## src/rtl/fx_bus_arb_if.sv

```systemverilog
// fx_bus_arb_if
//   Groups the two master request channels and the cfg_reg-side fx bus that
//   fx_bus_arb arbitrates between.
//   Master A / master B channels (x = a, b):
//     x_req    request, held with x_we/x_addr/x_wdata until x_ack
//     x_we     1 = write, 0 = read
//     x_addr   transaction address
//     x_wdata  write data
//     x_ack    one-cycle completion pulse
//     x_rdata  read data, valid with x_ack and held until the next read ack
//   fx bus toward cfg_reg:
//     fx_wr / fx_waddr / fx_data   write strobe, address, data
//     fx_rd / fx_raddr             read strobe, address
//     fx_q                         read data, RD_LAT cycles after fx_rd
//   arb_busy   high whenever the arbiter is not idle
//   Modports: slave = arbiter side, master = requesters plus cfg_reg model side.
interface fx_bus_arb_if #(
    parameter int AW = 22,
    parameter int DW = 8
);
    logic          a_req;
    logic          a_we;
    logic [AW-1:0] a_addr;
    logic [DW-1:0] a_wdata;
    logic          a_ack;
    logic [DW-1:0] a_rdata;

    logic          b_req;
    logic          b_we;
    logic [AW-1:0] b_addr;
    logic [DW-1:0] b_wdata;
    logic          b_ack;
    logic [DW-1:0] b_rdata;

    logic          fx_wr;
    logic [AW-1:0] fx_waddr;
    logic [DW-1:0] fx_data;
    logic          fx_rd;
    logic [AW-1:0] fx_raddr;
    logic [DW-1:0] fx_q;

    logic          arb_busy;

    modport slave (
        input  a_req, a_we, a_addr, a_wdata,
        output a_ack, a_rdata,
        input  b_req, b_we, b_addr, b_wdata,
        output b_ack, b_rdata,
        output fx_wr, fx_waddr, fx_data, fx_rd, fx_raddr,
        input  fx_q,
        output arb_busy
    );

    modport master (
        output a_req, a_we, a_addr, a_wdata,
        input  a_ack, a_rdata,
        output b_req, b_we, b_addr, b_wdata,
        input  b_ack, b_rdata,
        input  fx_wr, fx_waddr, fx_data, fx_rd, fx_raddr,
        output fx_q,
        input  arb_busy
    );
endinterface

```

## src/rtl/fx_bus_arb.sv

```systemverilog
// fx_bus_arb
//   Round-robin arbiter giving two masters (A = host/FX path, B = on-chip
//   sequencer) single-transaction access to the cfg_reg fx bus. One command
//   is in flight at a time: IDLE -> ISSUE -> [WAIT x RD_LAT] -> ACK -> IDLE.
//   Ports:
//     clk_sys  system clock, rising edge
//     rst_n    synchronous active-low reset
//     bus      fx_bus_arb_if.slave: A/B request channels, fx bus, arb_busy
//   Parameters: AW address width, DW data width, RD_LAT read latency (1..7).
module fx_bus_arb #(
    parameter int AW     = 22,
    parameter int DW     = 8,
    parameter int RD_LAT = 1
) (
    input  logic         clk_sys,
    input  logic         rst_n,
    fx_bus_arb_if.slave  bus
);
    typedef enum logic [1:0] {
        S_IDLE  = 2'd0,
        S_ISSUE = 2'd1,
        S_WAIT  = 2'd2,
        S_ACK   = 2'd3
    } state_t;

    localparam logic [2:0] LAT = 3'(RD_LAT);

    state_t        state_q, state_d;
    logic          rr_last_q, rr_last_d;   // 0 = A, 1 = B
    logic          win_q, win_d;           // 0 = A, 1 = B
    logic          we_q, we_d;
    logic [AW-1:0] addr_q, addr_d;
    logic [DW-1:0] wdata_q, wdata_d;
    logic [2:0]    cnt_q, cnt_d;
    logic [DW-1:0] a_rdata_q, a_rdata_d;
    logic [DW-1:0] b_rdata_q, b_rdata_d;
    logic          pick_b;

    always_ff @(posedge clk_sys) begin
        if (!rst_n) begin
            state_q   <= S_IDLE;
            rr_last_q <= 1'b1;   // last = B, so A wins the first tie
            win_q     <= 1'b0;
            we_q      <= 1'b0;
            addr_q    <= '0;
            wdata_q   <= '0;
            cnt_q     <= '0;
            a_rdata_q <= '0;
            b_rdata_q <= '0;
        end else begin
            state_q   <= state_d;
            rr_last_q <= rr_last_d;
            win_q     <= win_d;
            we_q      <= we_d;
            addr_q    <= addr_d;
            wdata_q   <= wdata_d;
            cnt_q     <= cnt_d;
            a_rdata_q <= a_rdata_d;
            b_rdata_q <= b_rdata_d;
        end
    end

    always_comb begin
        state_d   = state_q;
        rr_last_d = rr_last_q;
        win_d     = win_q;
        we_d      = we_q;
        addr_d    = addr_q;
        wdata_d   = wdata_q;
        cnt_d     = cnt_q;
        a_rdata_d = a_rdata_q;
        b_rdata_d = b_rdata_q;
        pick_b    = 1'b0;

        case (state_q)
            S_IDLE: begin
                // On a tie the master that did not win the last tie goes.
                if (bus.a_req && bus.b_req) pick_b = ~rr_last_q;
                else                        pick_b = bus.b_req;
                if (bus.a_req || bus.b_req) begin
                    win_d   = pick_b;
                    if (bus.a_req && bus.b_req) rr_last_d = pick_b;
                    we_d    = pick_b ? bus.b_we    : bus.a_we;
                    addr_d  = pick_b ? bus.b_addr  : bus.a_addr;
                    wdata_d = pick_b ? bus.b_wdata : bus.a_wdata;
                    state_d = S_ISSUE;
                end
            end
            S_ISSUE: begin
                if (we_q) begin
                    state_d = S_ACK;
                end else begin
                    cnt_d   = LAT;
                    state_d = S_WAIT;
                end
            end
            S_WAIT: begin
                // Last wait cycle is the one in which fx_q is valid.
                if (cnt_q == 3'd1) begin
                    if (win_q) b_rdata_d = bus.fx_q;
                    else       a_rdata_d = bus.fx_q;
                    state_d = S_ACK;
                end else begin
                    cnt_d = cnt_q - 3'd1;
                end
            end
            S_ACK: begin
                state_d = S_IDLE;
            end
            default: begin
                state_d = S_IDLE;
            end
        endcase
    end

    // Address/data outputs come straight from the command register, so they
    // hold their last value while idle; strobes exist only in ISSUE.
    assign bus.fx_wr    = (state_q == S_ISSUE) &&  we_q;
    assign bus.fx_rd    = (state_q == S_ISSUE) && !we_q;
    assign bus.fx_waddr = addr_q;
    assign bus.fx_raddr = addr_q;
    assign bus.fx_data  = wdata_q;
    assign bus.a_ack    = (state_q == S_ACK) && !win_q;
    assign bus.b_ack    = (state_q == S_ACK) &&  win_q;
    assign bus.a_rdata  = a_rdata_q;
    assign bus.b_rdata  = b_rdata_q;
    assign bus.arb_busy = (state_q != S_IDLE);
endmodule
```

## src/flat_wrapper.sv

```systemverilog
// flat-port wrapper written by rule: the top's interface ports become plain ports
module fx_bus_arb_flat 
#(
    parameter int AW     = 22,
    parameter int DW     = 8,
    parameter int RD_LAT = 1
)
  (clk_sys, rst_n, bus_a_req, bus_a_we, bus_a_addr, bus_a_wdata, bus_a_ack, bus_a_rdata, bus_b_req, bus_b_we, bus_b_addr, bus_b_wdata, bus_b_ack, bus_b_rdata, bus_fx_wr, bus_fx_waddr, bus_fx_data, bus_fx_rd, bus_fx_raddr, bus_fx_q, bus_arb_busy);
  fx_bus_arb_if #(.AW(AW), .DW(DW)) bus_i ();
  input  logic clk_sys;
  input  logic rst_n;
  input wire logic [$bits(bus_i.a_req)-1:0] bus_a_req;
  input wire logic [$bits(bus_i.a_we)-1:0] bus_a_we;
  input wire logic [$bits(bus_i.a_addr)-1:0] bus_a_addr;
  input wire logic [$bits(bus_i.a_wdata)-1:0] bus_a_wdata;
  output wire logic [$bits(bus_i.a_ack)-1:0] bus_a_ack;
  output wire logic [$bits(bus_i.a_rdata)-1:0] bus_a_rdata;
  input wire logic [$bits(bus_i.b_req)-1:0] bus_b_req;
  input wire logic [$bits(bus_i.b_we)-1:0] bus_b_we;
  input wire logic [$bits(bus_i.b_addr)-1:0] bus_b_addr;
  input wire logic [$bits(bus_i.b_wdata)-1:0] bus_b_wdata;
  output wire logic [$bits(bus_i.b_ack)-1:0] bus_b_ack;
  output wire logic [$bits(bus_i.b_rdata)-1:0] bus_b_rdata;
  output wire logic [$bits(bus_i.fx_wr)-1:0] bus_fx_wr;
  output wire logic [$bits(bus_i.fx_waddr)-1:0] bus_fx_waddr;
  output wire logic [$bits(bus_i.fx_data)-1:0] bus_fx_data;
  output wire logic [$bits(bus_i.fx_rd)-1:0] bus_fx_rd;
  output wire logic [$bits(bus_i.fx_raddr)-1:0] bus_fx_raddr;
  input wire logic [$bits(bus_i.fx_q)-1:0] bus_fx_q;
  output wire logic [$bits(bus_i.arb_busy)-1:0] bus_arb_busy;
  assign bus_i.a_req = bus_a_req;
  assign bus_i.a_we = bus_a_we;
  assign bus_i.a_addr = bus_a_addr;
  assign bus_i.a_wdata = bus_a_wdata;
  assign bus_a_ack = bus_i.a_ack;
  assign bus_a_rdata = bus_i.a_rdata;
  assign bus_i.b_req = bus_b_req;
  assign bus_i.b_we = bus_b_we;
  assign bus_i.b_addr = bus_b_addr;
  assign bus_i.b_wdata = bus_b_wdata;
  assign bus_b_ack = bus_i.b_ack;
  assign bus_b_rdata = bus_i.b_rdata;
  assign bus_fx_wr = bus_i.fx_wr;
  assign bus_fx_waddr = bus_i.fx_waddr;
  assign bus_fx_data = bus_i.fx_data;
  assign bus_fx_rd = bus_i.fx_rd;
  assign bus_fx_raddr = bus_i.fx_raddr;
  assign bus_i.fx_q = bus_fx_q;
  assign bus_arb_busy = bus_i.arb_busy;
  fx_bus_arb #(.AW(AW), .DW(DW), .RD_LAT(RD_LAT)) u_core (.clk_sys(clk_sys), .rst_n(rst_n), .bus(bus_i));
endmodule
```

## config.mk

```make
export PLATFORM = sky130hd
export DESIGN_NAME = fx_bus_arb_flat
export DESIGN_NICKNAME = d
export VERILOG_FILES = /design/src/rtl/fx_bus_arb_if.sv /design/src/rtl/fx_bus_arb.sv /design/src/flat_wrapper.sv
export SDC_FILE = /design/constraint.sdc
export NUM_CORES = 1
export LEC_CHECK = 0
export BUFFER_PORTS_ARGS = -buffer_cell sky130_fd_sc_hd__clkbuf_2
export CAP_MARGIN = 40
export CORE_UTILIZATION = 45
export DETAILED_ROUTE_END_ITERATION = 10
export MAX_ROUTING_LAYER = met4
export PLACE_DENSITY = 0.86
export REMOVE_ABC_BUFFERS = 1
export SLEW_MARGIN = 25
export SYNTH_ARGS = -nofsm -noshare
export SYNTH_HDL_FRONTEND = slang
export SYNTH_SLANG_ARGS = --single-unit
```

## constraint.sdc

```tcl
create_clock -name clk_sys -period 5.05 [get_ports clk_sys]
set_clock_uncertainty 0.05 [all_clocks]
set_input_delay 1.515 -clock clk_sys [delete_from_list [all_inputs] [get_ports clk_sys]]
set_output_delay 1.515 -clock clk_sys [all_outputs]
set_load 0.01 [all_outputs]
```

## Word-level counts from Yosys, hierarchy flattened

Cells that the tools add are included.
Widths: inputs -> output; s select.

- Input port bits: 74
- Output and inout bits: 73
- Bits in registers: 54
- Word-level logic and storage cells: 49

- Eq/ne operators: 8
- Bitwise logic cells: 2
- Reduce and logical (&&, ||, !) cells: 17
- $add $sub $neg: 1
- Multiplexer cells: 12

Operator list:

| operator | number |
|---|---|
| $mux 22 | 1 |
| $reduce_and 3->1 | 4 |
| $mux 8 | 1 |
| $pmux 2 s4 | 1 |
| $mux 3 | 2 |
| $pmux 3 s2 | 1 |
| $logic_and 1x1->1 | 5 |
| $eq 2x2->1 const B | 2 |
| $mux 1 | 4 |
| $mux 2 | 2 |
| $ne 2x1->1 const B | 2 |
| $ne 2x2->1 const B | 2 |
| $reduce_and 2->1 | 2 |
| $reduce_bool 2->1 | 2 |
| $eq 3x1->1 const B | 1 |
| $sub 3x1->3 const B | 1 |
| $eq 2x1->1 const B | 1 |
| $logic_not 1->1 | 2 |
| $logic_not 2->1 | 1 |
| $not 1->1 | 2 |
| $logic_or 1x1->1 | 1 |

## Depth between registers and ports, before layout

Gate-level depths: netlist (run 1).

- Depth in word-level cells: 4
- Depth in mapped cells: 6
- Depth with buffers taken out: 5

## Worst setup path after synthesis (run 1)

Ideal clock, no wire load.

- Path type: input to register
- Start: in bus_b_req
- End: reg u_core.state_q[0]
- Stages on the path: 3
- Buffers on the path: 0
- Arrival time: 2.256 ns
- Required time: 4.882 ns
- Slack: 2.627 ns
- Library setup time: 0.118 ns
- Path through: or3b_1 > a21boi_4 > o2111a_1

- Cells in the longest elaborated chain, start to end: 3

RTL lines:

| what | line | source |
|---|---|---|
| start: declaration | flat_wrapper.sv:18 | `input wire logic [$bits(bus_i.b_req)-1:0] bus_b_req;` |
| $logic_or 1x1->1 | fx_bus_arb.sv:80 | `if (bus.a_req \|\| bus.b_req) begin` |
| $ne 2x1->1 (no source line) | -- |  |
| $reduce_and 2->1 (no source line) | -- |  |
| end signal: assignment | fx_bus_arb.sv:51 | `state_q <= state_d;` |
| end: declaration | fx_bus_arb.sv:28 | `state_t state_q, state_d;` |

No other way between the ends.
A chain may end at the register's enable or synchronous reset.

## Worst setup path in the final report (run 1)

- Start: reg u_core.state_q[0]
- End: out bus_arb_busy

- Cells in the longest elaborated chain, start to end: 1

RTL lines:

| what | line | source |
|---|---|---|
| $reduce_bool 2->1 | fx_bus_arb.sv:127 | `assign bus.arb_busy = (state_q != S_IDLE);` |
| end: declaration | flat_wrapper.sv:30 | `output wire logic [$bits(bus_i.arb_busy)-1:0] bus_arb_busy;` |

No other way between the ends.

==> impl_results.md, run 1 <==
* Max Cap Violations at 0
* Buffers on Ports at 146
* Worst Setup SP: u_core.state_q[0]
* Worst r2r dst: u_core.cnt_q[2]
* Worst-case clock buffer depth at 2
* Clock Tree Root: clkbuf_8
* Grt total ovfl at 0
* Chip Width at 77.2 µm
* Clock transition at path regs at 0.09 ns
* Post-CTS Setup Inserts at 0
* WP buf/inv at 3
* Area fraction in compound gates after synthesis at 24.9%
* Fill cells at 528
* Main combinational cell family by area after synthesis: compound AO/OA/AOI/OAI gates
* Final setup fails at 0
* Cell Chain, Critical Path: inv_1, ha_1, inv_1, clkbuf_2
* Post-CTS Hold Buffers at 0
* Via count at 2,574
* Slowest stage delay, CP at 0.44 ns
* Static Leak at 1.61 nW
* Vert. Die Dim at 77.2 µm
* Die area at 5960 µm²
* Post-synth EDFFs at 0
* Synthesized area per cell at 8.10 µm²
* Max Freq at 0.338 GHz
* Highest-delay cell along the critical path: dfxtp_1
* R2R depth at 5
* Global-route wire length before repair at 10,900 µm
* Worst Path Required at 3.49 ns
* Worst-Skew Late Latency at 0.30 ns
* Layout Nets at 511
* Simple-gate share of the synthesized area at 13.6%
* CP startpoint kind: register
* Core area at 5470 µm²
* Worst hold path cell count at 2
* Crit path time final at 2.96 ns
* WL/cell at 13.5 µm
* Routability cong. at 0.802
* Slew Limit Fails at 0
* HP Class: register to register
* Worst vdd ir at 0.254 mV
* Clk sinks at 54
* Router iterations before antenna repair at 4
* Max H-tree Level at 2
* Post-synthesis cell count at 314
* Post-Syn Area at 2540 µm²
* HP Start: u_core.bus.b_rdata[0]
* Total Routing Usage GR at 23.1%
* CP top delay family: flip-flops
* Crit path capture type: primary output
* 1st-iter DRT viols at 118
* WP data arrival at 1.40 ns
* Sum Neg Setup Slack at 0 ns
* Drc violations at 0
* Antenna viol nets, final at 0
* Status: complete, no violations
* Hold endpoint: u_core.bus.b_rdata[0]
* Seq cells post-synth at 54
* Syn. warnings at 0
* RR Startpoint: u_core.state_q[0]
* Max-slew headroom at 53.5%
* Most common cell after layout, fill and taps aside: clkbuf_2
* Final hold violations at 0
* Number of core rows at 27
* Hpwl dp at 4910 µm
* Wirelength, routed at 6760 µm
* Main flop type after synthesis: dfxtp_1
* Vias in the first global route at 2,394
* I/O pins at 147
* Reg2reg setup slack at 3.14 ns
* FFs w/ async S/R, synth at 0%
* Final Cycle Share at 58.7%
* Via/cell ratio at 5.13
* CTS tree: yes
* Post-cts resize count at 0
* Final Power at 1.54 mW
* Initial Util at 46.5%
* Cts bufs inserted at 5
* Critical path fanouts, max at 6
* Cell repeated most along the worst path: inv_1
* Xor-xnor portion of the synthesized cell area at 0.344%
* N_diodes at 0
* Commonest cells after routing, fill and taps aside: clkbuf_2 (146), a21oi_1 (70), dfxtp_1 (54), nand2_1 (52), o21ai_0 (32)
* Post-Synth Adder-Cell Area at 3.94%
* Worst Path Class, Setup: register to primary output
* Mux share of post-synthesis cell area at 3.54%
* Measured slew at the worst slew-check pin at 0.698 ns
* Initial antenna violation count at 0
* Largest net degree at the start of global routing at 41
* Share of cells above drive strength 1 at 37.7%
* Min Hold Slack at 0.413 ns
* Power per cell area at 476 nW/µm²
* Register area share after synthesis at 42.5%
* Synthesis-to-finish area growth at 27.1%
* Unrepaired setup endpoints after global routing: no
* Worst path depth at 4
* Synth cell types at 37
==> synth_stat cells (2+ instances only) <==
| master | count | share of area (%) |
|---|---|---|
| dfxtp_1 | 54 | 42 |
| nand3_1 | 2 | 0.39 |
| clkbuf_1 | 9 | 1.3 |
| ha_1 | 8 | 3.9 |
| a21boi_0 | 2 | 0.59 |
| a21oi_1 | 70 | 14 |
| nor2b_1 | 4 | 0.98 |
| buf_4 | 23 | 6.8 |
| inv_1 | 8 | 1.2 |
| mux2i_1 | 9 | 3.5 |
| nand2_1 | 52 | 7.7 |
| buf_2 | 9 | 1.8 |
| nor2_1 | 9 | 1.3 |
| o21ai_0 | 32 | 6.3 |
==> worst max path at each step <==
stage,endpoint,slack [ns]
after global placement,u_core.cnt_q[1],1.85
after CTS,bus_arb_busy,2.09
final,bus_arb_busy,2.09
after floorplan,u_core.win_q,1.99
after detailed placement,u_core.cnt_q[1],1.84
after global routing,bus_arb_busy,2.02
==> registers in the layout, summed over array words and instances (netlist names) <==
register             cells
u_core.bus.a_rdata       8
u_core.bus.b_rdata       8
u_core.bus.fx_data       8
u_core.bus.fx_raddr     22
u_core.cnt_q             3
u_core.rr_last_q         1
u_core.state_q           2
u_core.we_q              1
u_core.win_q             1
==> worst min-delay path: cells and delay by family (launching register included) <==
family	cells	cell delay, ns
simple gates	1	0.05
flops	1	0.32
compound gates	1	0.05
==> kinds of logic (layout without fill, tap and decap cells) <==
kind of cell    after synthesis  count (layout)
compound gates              115             115
xor+xnor                      1               1
fa+ha+maj                     8               8
buf+inv                      50             166
flops                        54              54
mux                           9               9
simple gates                 77              77
==> power breakdown <==
part / switching (mW) / total [mW] / internal (mW) / leakage (nW)
Combinational: 0.395 / 0.671 / 0.277 / 1.12
Clock: 0.138 / 0.237 / 0.0982 / 0.0452
Sequential: 0.0899 / 0.630 / 0.540 / 0.444
==> area by class of cell <==
type / count / area, µm² / share of cell area [%]
multi-input combinational: 210 / 1180 / 36.5
tap: 72 / 90.1 / 2.79
timing repair buffer: 149 / 761 / 23.5
inverter: 9 / 33.8 / 1.04
clock buffer: 6 / 72.6 / 2.24
clock inverter: 2 / 13.8 / 0.426
sequential: 54 / 1080 / 33.4
==> layer usage <==
layer / GRT usage [%] / up-vias / wire length (µm)
met5: - / - / 0
met4: 5.28 / 0 / 80
met3: 4.76 / 8 / 428
met2: 41.0 / 113 / 3270
met1: 26.7 / 1170 / 2980
li1: - / 1283 / -
==> through the flow <==
step	utilization, %	setup slack (ns)	cell area, µm²	cells
2_1_floorplan	-	1.99	2290	273
3_3_place_gp	57.2	1.85	3130	493
3_5_place_dp	57.5	1.84	3150	494
4_1_cts	59.1	2.09	3230	502
5_1_grt	59.1	2.02	3230	502
6_report	59.1	2.09	3230	502
(Power assumes the default switching activity.)
==> run 2, diff against run 1 <==
--- a/config.mk
+++ b/config.mk
@@ -7,10 +7,10 @@
 export LEC_CHECK = 0
 export BUFFER_PORTS_ARGS = -buffer_cell sky130_fd_sc_hd__clkbuf_2
 export CAP_MARGIN = 40
-export CORE_UTILIZATION = 45
+export CORE_UTILIZATION = 40
 export DETAILED_ROUTE_END_ITERATION = 10
 export MAX_ROUTING_LAYER = met4
-export PLACE_DENSITY = 0.86
+export PLACE_DENSITY = 0.81
 export REMOVE_ABC_BUFFERS = 1
 export SLEW_MARGIN = 25
 export SYNTH_ARGS = -nofsm -noshare
==> constraint.sdc (replaced) <==
create_clock -name clk_sys -period 2.7 [get_ports clk_sys]
set_clock_uncertainty 0.05 [all_clocks]
set_input_delay 0.81 -clock clk_sys [delete_from_list [all_inputs] [get_ports clk_sys]]
set_output_delay 0.81 -clock clk_sys [all_outputs]
set_load 0.01 [all_outputs]
==> run 2 against run 1 <==
Compared with the run above: design area rose by 1.9%; global-route usage down 2.6 points; cell count increased by 1.2%; critical endpoint unchanged.
==> impl_results.md, run 2 (synthesis gave the netlist of run 1 again) <==
* Status: complete, no violations
* Fill cells at 580
* Via/cell ratio at 5.04
* Hpwl dp at 4960 µm
* Global-route wire length before repair at 10,200 µm
* Critical path fanouts, max at 6
* Crit path capture type: primary output
* Post-cts resize count at 0
* Clk sinks at 54
* Max Freq at 0.452 GHz
* Commonest cells after routing, fill and taps aside: clkbuf_2 (146), a21oi_1 (70), dfxtp_1 (54), nand2_1 (52), o21ai_0 (32)
* Max Cap Violations at 0
* Wirelength, routed at 6650 µm
* Largest register FFs at 22
* R2R depth at 5
* 1st-iter DRT viols at 107
* I/O pins at 147
* Max H-tree Level at 2
* Largest net degree at the start of global routing at 32
* Clock Tree Root: clkbuf_8
* Die area at 6680 µm²
* Max-slew headroom at 57.9%
* Buffers on Ports at 146
* Pre-CTS setup slack at 0.647 ns
* Cts bufs inserted at 5
* Final Power at 2.99 mW
* Share of cells above drive strength 1 at 38.3%
* CTS tree: yes
* Total Routing Usage GR at 20.6%
* Antenna viol nets, final at 0
* Chip Width at 81.7 µm
* Grt total ovfl at 0
* Worst Path Class, Setup: register to primary output
* Post-CTS Setup Inserts at 0
* WP data arrival at 1.35 ns
* Final setup fails at 0
* Worst setup margin at 0.485 ns
* Clock transition at path regs at 0.10 ns
* Min Hold Slack at 0.414 ns
* Drc violations at 0
* HP Class: register to register
* WL/cell at 13.1 µm
* Worst Path Required at 1.84 ns
* Most common cell after layout, fill and taps aside: clkbuf_2
* Seq. cell area at 1080 µm²
* Vert. Die Dim at 81.7 µm
* Measured slew at the worst slew-check pin at 0.632 ns
* Post-CTS Hold Buffers at 0
* CP startpoint kind: register
* Router iterations before antenna repair at 4
* Core area at 6030 µm²
* Sum Neg Setup Slack at 0 ns
* Number of core rows at 28
* N_diodes at 0
* Synthesis-to-finish area growth at 29.6%
* Via count at 2,558
* Final hold violations at 0
* Worst hold path cell count at 2
* Area of the multi-input gates at 1180 µm²
* Worst-Skew Late Latency at 0.31 ns
* Worst-case clock buffer depth at 2
* Power per cell area at 908 nW/µm²
* Initial antenna violation count at 0
* Vias in the first global route at 2,265
* Layout Nets at 514
* Final Cycle Share at 82.0%
* Slew Limit Fails at 0
* Worst vdd ir at 0.470 mV
* Static Leak at 1.64 nW
* Unrepaired setup endpoints after global routing: no
* Routability cong. at 0.751
* Initial Util at 42.2%
* Crit path time final at 2.21 ns
[run 2: stage by stage]
step	utilization [%]	cells	cell area, µm²
2_1_floorplan	-	273	2290
3_3_place_gp	52.7	500	3180
3_5_place_dp	52.7	500	3180
4_1_cts	54.7	508	3300
5_1_grt	54.7	508	3300
6_report	54.7	508	3300
[run 2: worst max-delay path: stages (launching register included)]
cell,delay [ns]
dfxtp_1,0.43
inv_1,0.13
ha_1,0.30
inv_1,0.08
clkbuf_2,0.12
[run 2: cell type report]
| class | instances | share of cell area (%) |
|---|---|---|
| clock buffer | 5 | 2.09 |
| timing repair buffer | 152 | 23.9 |
| multi-input combinational | 210 | 35.8 |
| tap | 75 | 2.85 |
| clock inverter | 3 | 1.48 |
| inverter | 9 | 1.03 |
| sequential | 54 | 32.8 |
[run 2: final timing paths]
kind                                       startpoint                    end  slack (ns)
worst max-delay path                u_core.state_q[0]           bus_arb_busy        0.49
worst max register to register      u_core.state_q[0]        u_core.cnt_q[1]        0.76
worst min-delay path            u_core.bus.b_rdata[2]  u_core.bus.b_rdata[2]        0.41
worst min register to register  u_core.bus.b_rdata[2]  u_core.bus.b_rdata[2]        0.41
[run 2: layer usage]
layer,track usage [%],vias to the layer above,wire length [µm]
met3,4.44,7,469
met1,23.4,1159,2810
met2,35.6,110,3280
met5,-,-,0
met4,6.67,0,89
li1,-,1282,-
[run 2: power breakdown]
group	switching [mW]	internal (mW)	total, mW
clock network	0.285	0.283	0.567
logic	0.726	0.528	1.25
registers	0.162	1.01	1.17
